<file path="config.mk">
export PLATFORM = sky130hd
export DESIGN_NAME = serial_word_receiver
export DESIGN_NICKNAME = d
export VERILOG_FILES = /design/src/rtl/serial_word_receiver.sv
export SDC_FILE = /design/constraint.sdc
export NUM_CORES = 1
export LEC_CHECK = 0
export BUFFER_PORTS_ARGS = -buffer_cell sky130_fd_sc_hd__buf_2
export CORE_MARGIN = 4
export CORE_UTILIZATION = 26
export CTS_CLUSTER_DIAMETER = 200
export CTS_CLUSTER_SIZE = 40
export DETAILED_ROUTE_END_ITERATION = 7
export PLACE_DENSITY = 0.43
export SETUP_SLACK_MARGIN = 0.02
export SYNTH_ARGS = -nofsm -noshare
export SYNTH_HDL_FRONTEND = slang
export SYNTH_SLANG_ARGS = --single-unit
</file>
<file path="constraint.sdc">
create_clock -name i_clk -period 3 [get_ports i_clk]
set_clock_uncertainty 0.15 [all_clocks]
set_input_delay 0.45 -clock i_clk [delete_from_list [all_inputs] [get_ports i_clk]]
set_output_delay 0.45 -clock i_clk [all_outputs]
set_load 0.005 [all_outputs]
</file>
<file path="src/rtl/serial_word_receiver.sv">
// rtl/serial_word_receiver.sv - serial frame receiver with one-entry valid/ready output buffer
//
// Reassembles framed serial words (start 0, WIDTH data bits, stop 1) sampled on
// an external bit strobe and presents each good word through a one-entry buffer.
//
// Ports:
//   i_clk        system clock, rising edge
//   i_reset      synchronous active-high reset
//   i_bit_en     bit strobe; i_ser_in is sampled only when high
//   i_ser_in     serial line, idles high
//   i_out_ready  downstream accepts o_out_data this cycle
//   o_out_data   received word, stable while o_out_valid is high
//   o_out_valid  o_out_data holds an unconsumed word
//   o_frame_err  one-cycle pulse: stop bit sampled as 0
//   o_overrun    one-cycle pulse: good word dropped, buffer full
//   o_busy       receiver is inside a frame (state != IDLE)
module serial_word_receiver #(
  parameter int WIDTH     = 4,
  parameter bit LSB_FIRST = 1'b1
) (
  input  logic             i_clk,
  input  logic             i_reset,
  input  logic             i_bit_en,
  input  logic             i_ser_in,
  input  logic             i_out_ready,
  output logic [WIDTH-1:0] o_out_data,
  output logic             o_out_valid,
  output logic             o_frame_err,
  output logic             o_overrun,
  output logic             o_busy
);

  localparam int CW = (WIDTH > 1) ? $clog2(WIDTH) : 1;
  localparam logic [CW-1:0] LAST_BIT = CW'(WIDTH - 1);

  typedef enum logic [1:0] {
    S_IDLE = 2'd0,
    S_DATA = 2'd1,
    S_STOP = 2'd2
  } state_t;

  state_t           r_state;
  state_t           w_state_next;
  logic [CW-1:0]    r_cnt;
  logic [CW-1:0]    w_cnt_next;
  logic [WIDTH-1:0] r_shreg;
  logic [WIDTH-1:0] w_shreg_next;
  logic [WIDTH-1:0] r_data;
  logic             r_valid;
  logic             r_ferr;
  logic             r_ovr;
  logic             w_load;
  logic             w_ferr;
  logic             w_ovr;
  logic             w_xfer;
  logic [WIDTH-1:0] w_shifted;

  assign w_xfer    = r_valid & i_out_ready;
  assign w_shifted = LSB_FIRST ? {i_ser_in, r_shreg[WIDTH-1:1]}
                               : {r_shreg[WIDTH-2:0], i_ser_in};

  always_comb begin
    w_state_next = r_state;
    w_cnt_next   = r_cnt;
    w_shreg_next = r_shreg;
    w_load       = 1'b0;
    w_ferr       = 1'b0;
    w_ovr        = 1'b0;
    if (i_bit_en) begin
      case (r_state)
        S_IDLE: begin
          if (!i_ser_in) begin
            w_state_next = S_DATA;
            w_cnt_next   = '0;
          end
        end
        S_DATA: begin
          w_shreg_next = w_shifted;
          if (r_cnt == LAST_BIT) begin
            w_state_next = S_STOP;
            w_cnt_next   = '0;
          end else begin
            w_cnt_next = r_cnt + 1'b1;
          end
        end
        S_STOP: begin
          w_state_next = S_IDLE;
          if (i_ser_in) begin
            // A transfer in this same cycle frees the buffer for the new word.
            if (!r_valid || i_out_ready) w_load = 1'b1;
            else                         w_ovr  = 1'b1;
          end else begin
            // Bad stop bit is not reused as a start bit.
            w_ferr = 1'b1;
          end
        end
        default: w_state_next = S_IDLE;
      endcase
    end
  end

  always_ff @(posedge i_clk) begin
    if (i_reset) begin
      r_state <= S_IDLE;
      r_cnt   <= '0;
      r_shreg <= '0;
      r_data  <= '0;
      r_valid <= 1'b0;
      r_ferr  <= 1'b0;
      r_ovr   <= 1'b0;
    end else begin
      r_state <= w_state_next;
      r_cnt   <= w_cnt_next;
      r_shreg <= w_shreg_next;
      r_ferr  <= w_ferr;
      r_ovr   <= w_ovr;
      if (w_load) begin
        r_data  <= r_shreg;
        r_valid <= 1'b1;
      end else if (w_xfer) begin
        r_valid <= 1'b0;
      end
    end
  end

  assign o_out_data  = r_data;
  assign o_out_valid = r_valid;
  assign o_frame_err = r_ferr;
  assign o_overrun   = r_ovr;
  assign o_busy      = (r_state != S_IDLE);

endmodule

</file>
== After elaboration in Yosys (flattened, before gate mapping) ==
Index checks and enable logic that the tools add are counted.
Storage, ports and cells
  flip-flop bits (word level): 15
  input port bits: 5
  output and inout bits: 8
  logic and storage cells: 42
Cells by class
  add/subtract/negate cells: 1
  equality and inequality tests: 5
  mux-type cells: 14
  bitwise logic cells: 4
  reduce and logical (&&, ||, !) cells: 11
Operator list (count)
  2-to-1 mux 1 bit: 8
  2-to-1 mux 2 bit: 4
  one-hot mux 2 bit (2 select lines): 2
  AND reduction 3 bit: 2
  nonzero test 2 bit: 3
  equality test 2 bit (second input constant): 2
  inequality test 2 bit (second input constant): 2
  OR reduction 4 bit: 1
  inverter 1 bit: 3
  OR reduction 3 bit: 1
  adder 2 x 1 -> 2 bit (second input constant): 1
  equality test 2 x 1 -> 1 bit (second input constant): 1
  zero test 2 bit: 1
  AND reduction 2 bit: 1
  AND 1 bit: 1
  zero test 1 bit: 1
  logical OR 1 bit: 1

== Logic depth before layout (Yosys ltp) ==
Gate-level depths: netlist of run 1.
  depth after elaboration: 7
  mapped depth: 4
  depth with buffers taken out: 4

== Worst setup path after synthesis of run 1 ==
No wires, ideal clock.
  path type: input to register
  start: input port i_reset
  end: register r_ovr, in the netlist o_overrun
  library setup time: 0.132 ns
  arrival time: 1.003 ns
  data required time: 2.718 ns
  setup slack: 1.715 ns
  stages on the path: 3
  path buffers: 2
  cells stage by stage: clkbuf_1 -> clkbuf_1 -> nor3_1
Between the ends
  word-level cells in the longest chain between the ends: 1
RTL lines
  from (decl): RTL line 22  | input logic i_reset,
  OR reduction 4 bit (no line)
  to (signal assigned): RTL line 116  | r_ovr <= w_ovr;
  to (decl): RTL line 51  | logic r_ovr;
Every way passes these cells.
A chain may end at the register's enable or synchronous reset.

== Worst setup path after layout of run 1 ==
  start: register r_state[0]
  end: output port o_busy
Between the ends
  word-level cells in the longest chain between the ends: 1
RTL lines
  from (decl): RTL line 42  | state_t r_state;
  from (signal assigned): RTL line 112  | r_state <= w_state_next;
  nonzero test 2 bit: RTL line 130  | assign o_busy = (r_state != S_IDLE);
  to (decl): RTL line 30  | output logic o_busy
Every way passes these cells.

==> flow_metrics.env, run 1 <==
export IMPL_worstPathRequired_ns=2.40
export IMPL_drive_above_1_share=0.235
export IMPL_setup_viol=0
export IMPL_cp_data_arrival_time_ns=1.11
export IMPL_worstHoldStart="i_ser_in"
export IMPL_synthArstFlopShare=0
export IMPL_worst_pin_slew_ns=0.279
export IMPL_max_stage_delay_ns=0.40
export IMPL_cts_made_buffers=3
export IMPL_postCtsSetupBuffers=0
export IMPL_port_buffers=12
export IMPL_fin_crit_sh=0.571
export IMPL_r2r_start="r_state[0]"
export IMPL_worst_slack_ns=1.29
export IMPL_yosysTopAreaCell="dfxtp_1"
export IMPL_cts_hold_buffers_added=0
export IMPL_yosys_warnings=0
export IMPL_status="complete, no violations"
export IMPL_min_to="o_frame_err"
export IMPL_synth_area_um2=639
export IMPL_netlist_area_leader_share=0.470
export IMPL_cts_num_sinks=15
export IMPL_synth_edff_count=0
export IMPL_power_leakage_nw=0.297
export IMPL_drt_initial_drc_count=8
export IMPL_synth_area_leaders="dfxtp_1 (47%), nand2b_1 (9.8%), a21oi_1 (7.0%)"
export IMPL_slowest_stage="dfxtp_1"
export IMPL_power_density_mw_per_mm2=459
export IMPL_nNetsFinal=88
export IMPL_drt_vias_per_instance=4.44
export IMPL_final_util=0.324
export IMPL_postSynthAreaPerCell_um2=9.27
export IMPL_area_delta_synth_final_pct=15.3
export IMPL_io_pins=13
export IMPL_routedWlPerCell_um=10.1
export IMPL_syn_inst=69
export IMPL_rsz0062_at_grt="no"
export IMPL_die_width_um=57.6
export IMPL_synthFlopType="dfxtp_1"
export IMPL_htree_levels=1
export IMPL_finalHoldViolCount=0
export IMPL_drc=0
export IMPL_fmax_mhz=584
export IMPL_rr_endpoint="o_out_data[2]"
export IMPL_die_h_um=57.6
export IMPL_cts_tree="built"
export IMPL_hpwl_um=808
export IMPL_relSlewSlack=0.814
export IMPL_place_gp_congestion=0.661
export IMPL_clockBufferDepth=2
export IMPL_crit_path_end_kind="output port"
export IMPL_hold_ws_ns=0.241
export IMPL_diodes=0
export IMPL_initial_core_util=0.281
export IMPL_wl_um=1100
export IMPL_vdd_drop_max_mv=0.219
export IMPL_grt_overflow_total=0
export IMPL_min_path_type="in -> reg"
export IMPL_startpoint="r_state[0]"
export IMPL_finalMaxSlewViolations=0
export IMPL_r2r_cells=3
export IMPL_cp_start_kind="flop"
export IMPL_seq_area_frac_synth=0.470
export IMPL_fin_tns_setup_ns=0
export IMPL_grt_pass1_wl_um=1910
export IMPL_grt_max_degree=20
export IMPL_max_cap_viol_count=0
export IMPL_period_needed_ns=1.71
export IMPL_via_count=484
export IMPL_cts_root_buffer="clkbuf_4"
export IMPL_rows=17
export IMPL_insertion_delay_ns=0.28
export IMPL_ys_ff_latch=15
export IMPL_worst_setup_path_type="reg -> out"
export IMPL_clk_transition_reported_paths_ns=0.09
export IMPL_dr_pass1_iters=4
export IMPL_grt_pass1_vias=416
export IMPL_crit_chain="or2_2, buf_2"
export IMPL_whs_path_depth=2
export IMPL_synth_most_common_cell="dfxtp_1"
export IMPL_die_area_mm2=0.00332
export IMPL_ant_nets=0
export IMPL_post_cts_resize_count=0
export IMPL_syn_nets=75
export IMPL_ys_types=23
export IMPL_regToRegSetupSlack_ns=1.59
export IMPL_antenna_found_initial=0
export IMPL_ys_top_cells_by_count="dfxtp_1 (15), nand2_1 (10), nand2b_1 (10)"
export IMPL_track_usage=0.0767
export IMPL_path_max_fanout=8
export IMPL_core_area_mm2=0.00228
export IMPL_fin_total_pwr_uw=338
export IMPL_dp_slack_ns=1.45
-- registers in the layout, indices dropped and copies added, names as in the netlist --
register     flops
o_out_valid      1
o_frame_err      1
o_overrun        1
r_shreg          4
r_state          2
o_out_data       4
r_cnt            2
-- per-layer routing --
layer / wire length (µm) / vias up / global-route usage / part of all wire
met5: 0 / - / 0 / 0
met4: 0 / 0 / 0.0199 / 0
li1: - / 254 / - / -
met2: 506 / 11 / 0.100 / 0.46
met1: 498 / 219 / 0.100 / 0.45
met3: 91 / 0 / 0.0543 / 0.083
-- worst max-delay path by stage --
stage	to	slack [ns]	depth (start not counted)
2_1_floorplan	o_overrun	1.72	3
3_3_place_gp	o_out_data[2]	1.47	4
3_5_place_dp	o_out_data[0]	1.45	4
4_1_cts	o_busy	1.27	2
5_1_grt	o_busy	1.22	2
6_report	o_busy	1.29	2
-- cell type report --
| type | instances | area, µm² |
|---|---|---|
| Clock buffer | 4 | 26.3 |
| Fill cell | 243 | 1540 |
| Multi-Input combinational cell | 50 | 315 |
| Timing Repair Buffer | 12 | 60.1 |
| Sequential cell | 15 | 300 |
| Tap cell | 28 | 35.0 |
-- report_power, final --
group | switching [mW] | internal (mW) | total [mW]
Combinational | 0.0103 | 0.00931 | 0.0197
Sequential | 0.00294 | 0.201 | 0.204
Clock | 0.0630 | 0.0516 | 0.115
Total | 0.0762 | 0.262 | 0.338
-- worst max-delay path, delay by kind of cell, from the launching register on --
kind                   cells  cell delay [ns]
DFF                        1             0.40
and+or+nand+nor            1             0.31
buffers and inverters      1             0.13
-- metrics by stage --
step | cells | area, µm²
after detailed placement | 105 | 711
final | 109 | 737
after global placement | 105 | 711
after CTS | 109 | 737
after floorplan | 69 | 639
after global routing | 109 | 737
-- cell usage in the layout (no fill, tap or decap) --
cell type,instances
nor2_1,2
a21oi_1,9
clkbuf_1,1
nor2b_2,1
nand2b_1,10
nor3_1,1
and2b_2,1
o21ai_1,1
buf_2,12
ha_1,1
o21ai_0,2
mux2i_1,4
or3_1,1
nor4_1,1
and2b_1,1
clkbuf_4,3
nand2_1,10
dfxtp_1,15
or2_2,1
and3b_1,1
nand4b_1,1
nand3b_4,1
nor4b_1,1
-- kinds of logic after synthesis --
| family | Yosys count | synth area share |
|---|---|---|
| compound gates | 12 | 0.0939 |
| fa+ha+maj | 1 | 0.0196 |
| buf+inv | 4 | 0.0372 |
| flops | 15 | 0.470 |
| mux | 4 | 0.0626 |
| simple gates | 33 | 0.317 |
No activity file was read; power rests on OpenSTA's default activity.
==> run 2, diff against run 1 <==
--- a/config.mk
+++ b/config.mk
@@ -5,13 +5,14 @@
 export SDC_FILE = /design/constraint.sdc
 export NUM_CORES = 1
 export LEC_CHECK = 0
+export ABC_AREA = 1
 export BUFFER_PORTS_ARGS = -buffer_cell sky130_fd_sc_hd__buf_2
 export CORE_MARGIN = 4
 export CORE_UTILIZATION = 26
 export CTS_CLUSTER_DIAMETER = 200
 export CTS_CLUSTER_SIZE = 40
 export DETAILED_ROUTE_END_ITERATION = 7
-export PLACE_DENSITY = 0.43
+export PLACE_DENSITY = 0.42
 export SETUP_SLACK_MARGIN = 0.02
 export SYNTH_ARGS = -nofsm -noshare
 export SYNTH_HDL_FRONTEND = slang
==> constraint.sdc (replaced) <==
create_clock -name i_clk -period 1.65 [get_ports i_clk]
set_clock_uncertainty 0.15 [all_clocks]
set_input_delay 0.2475 -clock i_clk [delete_from_list [all_inputs] [get_ports i_clk]]
set_output_delay 0.2475 -clock i_clk [all_outputs]
set_load 0.005 [all_outputs]
==> flow_metrics.env, run 2 <==
export IMPL_ys_top_cells_by_count="nand2_1 (22), inv_1 (20), nor2_1 (19)"
export IMPL_synth_area_leaders="dfxtp_1 (43%), nand2_1 (12%), inv_1 (11%)"
export IMPL_synthFlopType="dfxtp_1"
export IMPL_p_comb_frac=0.099
export IMPL_diodes=0
export IMPL_grt_overflow_total=0
export IMPL_final_cell_area_um2=817
export IMPL_post_cts_resize_count=0
export IMPL_vdd_drop_max_mv=0.395
export IMPL_ant_nets=0
export IMPL_period_needed_ns=1.35
export IMPL_drive_above_1_share=0.225
export IMPL_yosys_warnings=0
export IMPL_cp_start_kind="flop"
export IMPL_hold_ws_ns=0.0428
export IMPL_die_width_um=59.8
export IMPL_die_area_mm2=0.00358
export IMPL_insertion_delay_ns=0.28
export IMPL_synth_edff_count=0
export IMPL_placed_area_um2=791
export IMPL_nNetsFinal=127
export IMPL_cts_hold_buffers_added=0
export IMPL_final_cell_mix="nand2_1 (22), inv_1 (20), nor2_1 (19), dfxtp_1 (15), buf_2 (12)"
export IMPL_netlist_area_leader_share=0.430
export IMPL_die_h_um=59.8
export IMPL_postCtsSetupBuffers=0
export IMPL_drc=0
export IMPL_p_sw_frac=0.258
export IMPL_setup_viol=0
export IMPL_power_leakage_nw=0.410
export IMPL_place_gp_congestion=0.722
export IMPL_grt_max_degree=9
export IMPL_wl_um=1320
export IMPL_final_common_cell="nand2_1"
export IMPL_fin_cells=150
export IMPL_hpwl_um=1080
export IMPL_max_cap_viol_count=0
export IMPL_via_count=627
export IMPL_htree_levels=1
export IMPL_area_delta_synth_final_pct=17.0
export IMPL_p_clk_frac=0.323
export IMPL_synthArstFlopShare=0
export IMPL_worst_pin_slew_ns=0.287
export IMPL_final_util=0.324
export IMPL_dr_pass1_iters=3
export IMPL_io_pins=13
export IMPL_finalMaxSlewViolations=0
export IMPL_cts_tree="built"
export IMPL_track_usage=0.0837
export IMPL_path_max_fanout=5
export IMPL_dp_cells=146
export IMPL_cts_num_sinks=15
export IMPL_cp_data_arrival_time_ns=0.95
export IMPL_initial_core_util=0.277
export IMPL_postSynthAreaPerCell_um2=6.65
export IMPL_rows=18
export IMPL_rsz0062_at_grt="no"
export IMPL_min_path_type="in -> reg"
export IMPL_synth_most_common_cell="nand2_1"
export IMPL_clockBufferDepth=2
export IMPL_p_int_uw=490
export IMPL_worst_setup_path_type="reg -> out"
export IMPL_fin_crit_sh=0.817
export IMPL_synth_area_um2=698
export IMPL_antenna_found_initial=0
export IMPL_status="complete, no violations"
export IMPL_syn_inst=105
export IMPL_cts_root_buffer="clkbuf_4"
export IMPL_seq_area_frac_synth=0.430
export IMPL_grt_pass1_wl_um=2250
export IMPL_drt_initial_drc_count=6
export IMPL_drt_vias_per_instance=4.18
export IMPL_port_buffers=12
export IMPL_seqPwrFrac=0.578
export IMPL_syn_nets=111
export IMPL_routedWlPerCell_um=8.80
export IMPL_ys_ff_latch=15
export IMPL_worstPathRequired_ns=1.25
export IMPL_power_density_mw_per_mm2=808
export IMPL_core_area_mm2=0.00252
export IMPL_switchingPower_uw=170
export IMPL_crit_path_end_kind="output port"
export IMPL_fmax_mhz=741
export IMPL_yosysTopAreaCell="dfxtp_1"
export IMPL_cts_made_buffers=3
export IMPL_fin_tns_setup_ns=0
export IMPL_clk_transition_reported_paths_ns=0.09
export IMPL_grt_pass1_vias=550
export IMPL_relSlewSlack=0.808
export IMPL_finalHoldViolCount=0
export IMPL_ys_types=18
-- run 2: changes by cell type after synthesis, moves of 2 or more --
cell | previous run | this run
inv_2 | 0 | 6
clkbuf_1 | 2 | 0
a21oi_1 | 9 | 3
nand2b_1 | 10 | 0
nor2_1 | 2 | 19
mux2i_1 | 4 | 0
inv_1 | 0 | 20
nand2_1 | 10 | 22
nand3_1 | 0 | 7
-- run 2: per-layer routing --
metal,track usage,part of all wire,vias up
li1,-,-,340
met1,0.0990,0.48,276
met2,0.133,0.46,9
met3,0.0389,0.054,2
met4,0.0285,0.011,0
met5,0,0,-
-- run 2: power groups by stage --
stage	Combinational [mW]	Clock, mW	Sequential, mW
2_1_floorplan	0.0484	0	0.388
3_3_place_gp	0.0672	0	0.390
3_5_place_dp	0.0668	0	0.390
4_1_cts	0.0670	0.221	0.381
5_1_grt	0.0774	0.237	0.383
6_report	0.0656	0.213	0.381
-- run 2: path summary, 6_finish.rpt --
| check | startpoint | end | slack [ns] | cells after the start |
|---|---|---|---|---|
| min reg2reg | r_cnt[0] | r_cnt[0] | 0.35 | 2 |
| max reg2reg | r_state[0] | r_shreg[0] | 0.44 | 5 |
| min | i_ser_in | o_frame_err | 0.04 | 2 |
| max | r_state[0] | o_busy | 0.30 | 3 |
-- run 2: cells by family (layout without fill, tap and decap cells) --
kind of cell	Yosys count	in the layout	share of synthesized area
AOI/OAI and AO/OA	8	8	0.0627
adders and majority gates	1	1	0.0179
buffers and inverters	27	42	0.147
DFF	15	15	0.430
and+or+nand+nor	54	54	0.342
-- run 2: layout make-up --
class	instances	area (µm²)
sequential	15	300
clock buffer	4	26.3
fill	303	1710
multi-input combinational	63	295
timing repair buffer	12	60.1
inverter	26	97.6
tap	30	37.5
-- run 2: worst max-delay path, cell delays in order, from the launching register on --
cell and delay [ns]:
dfxtp_1 0.36, nor2_1 0.15, inv_1 0.05, buf_2 0.12
-- run 2: per-stage QoR --
stage                     power (mW)  setup WS (ns)
after CTS                      0.669          0.285
final                          0.660          0.301
after global routing           0.698          0.227
after global placement         0.457          0.443
after detailed placement       0.457          0.444
after floorplan                0.436          0.588
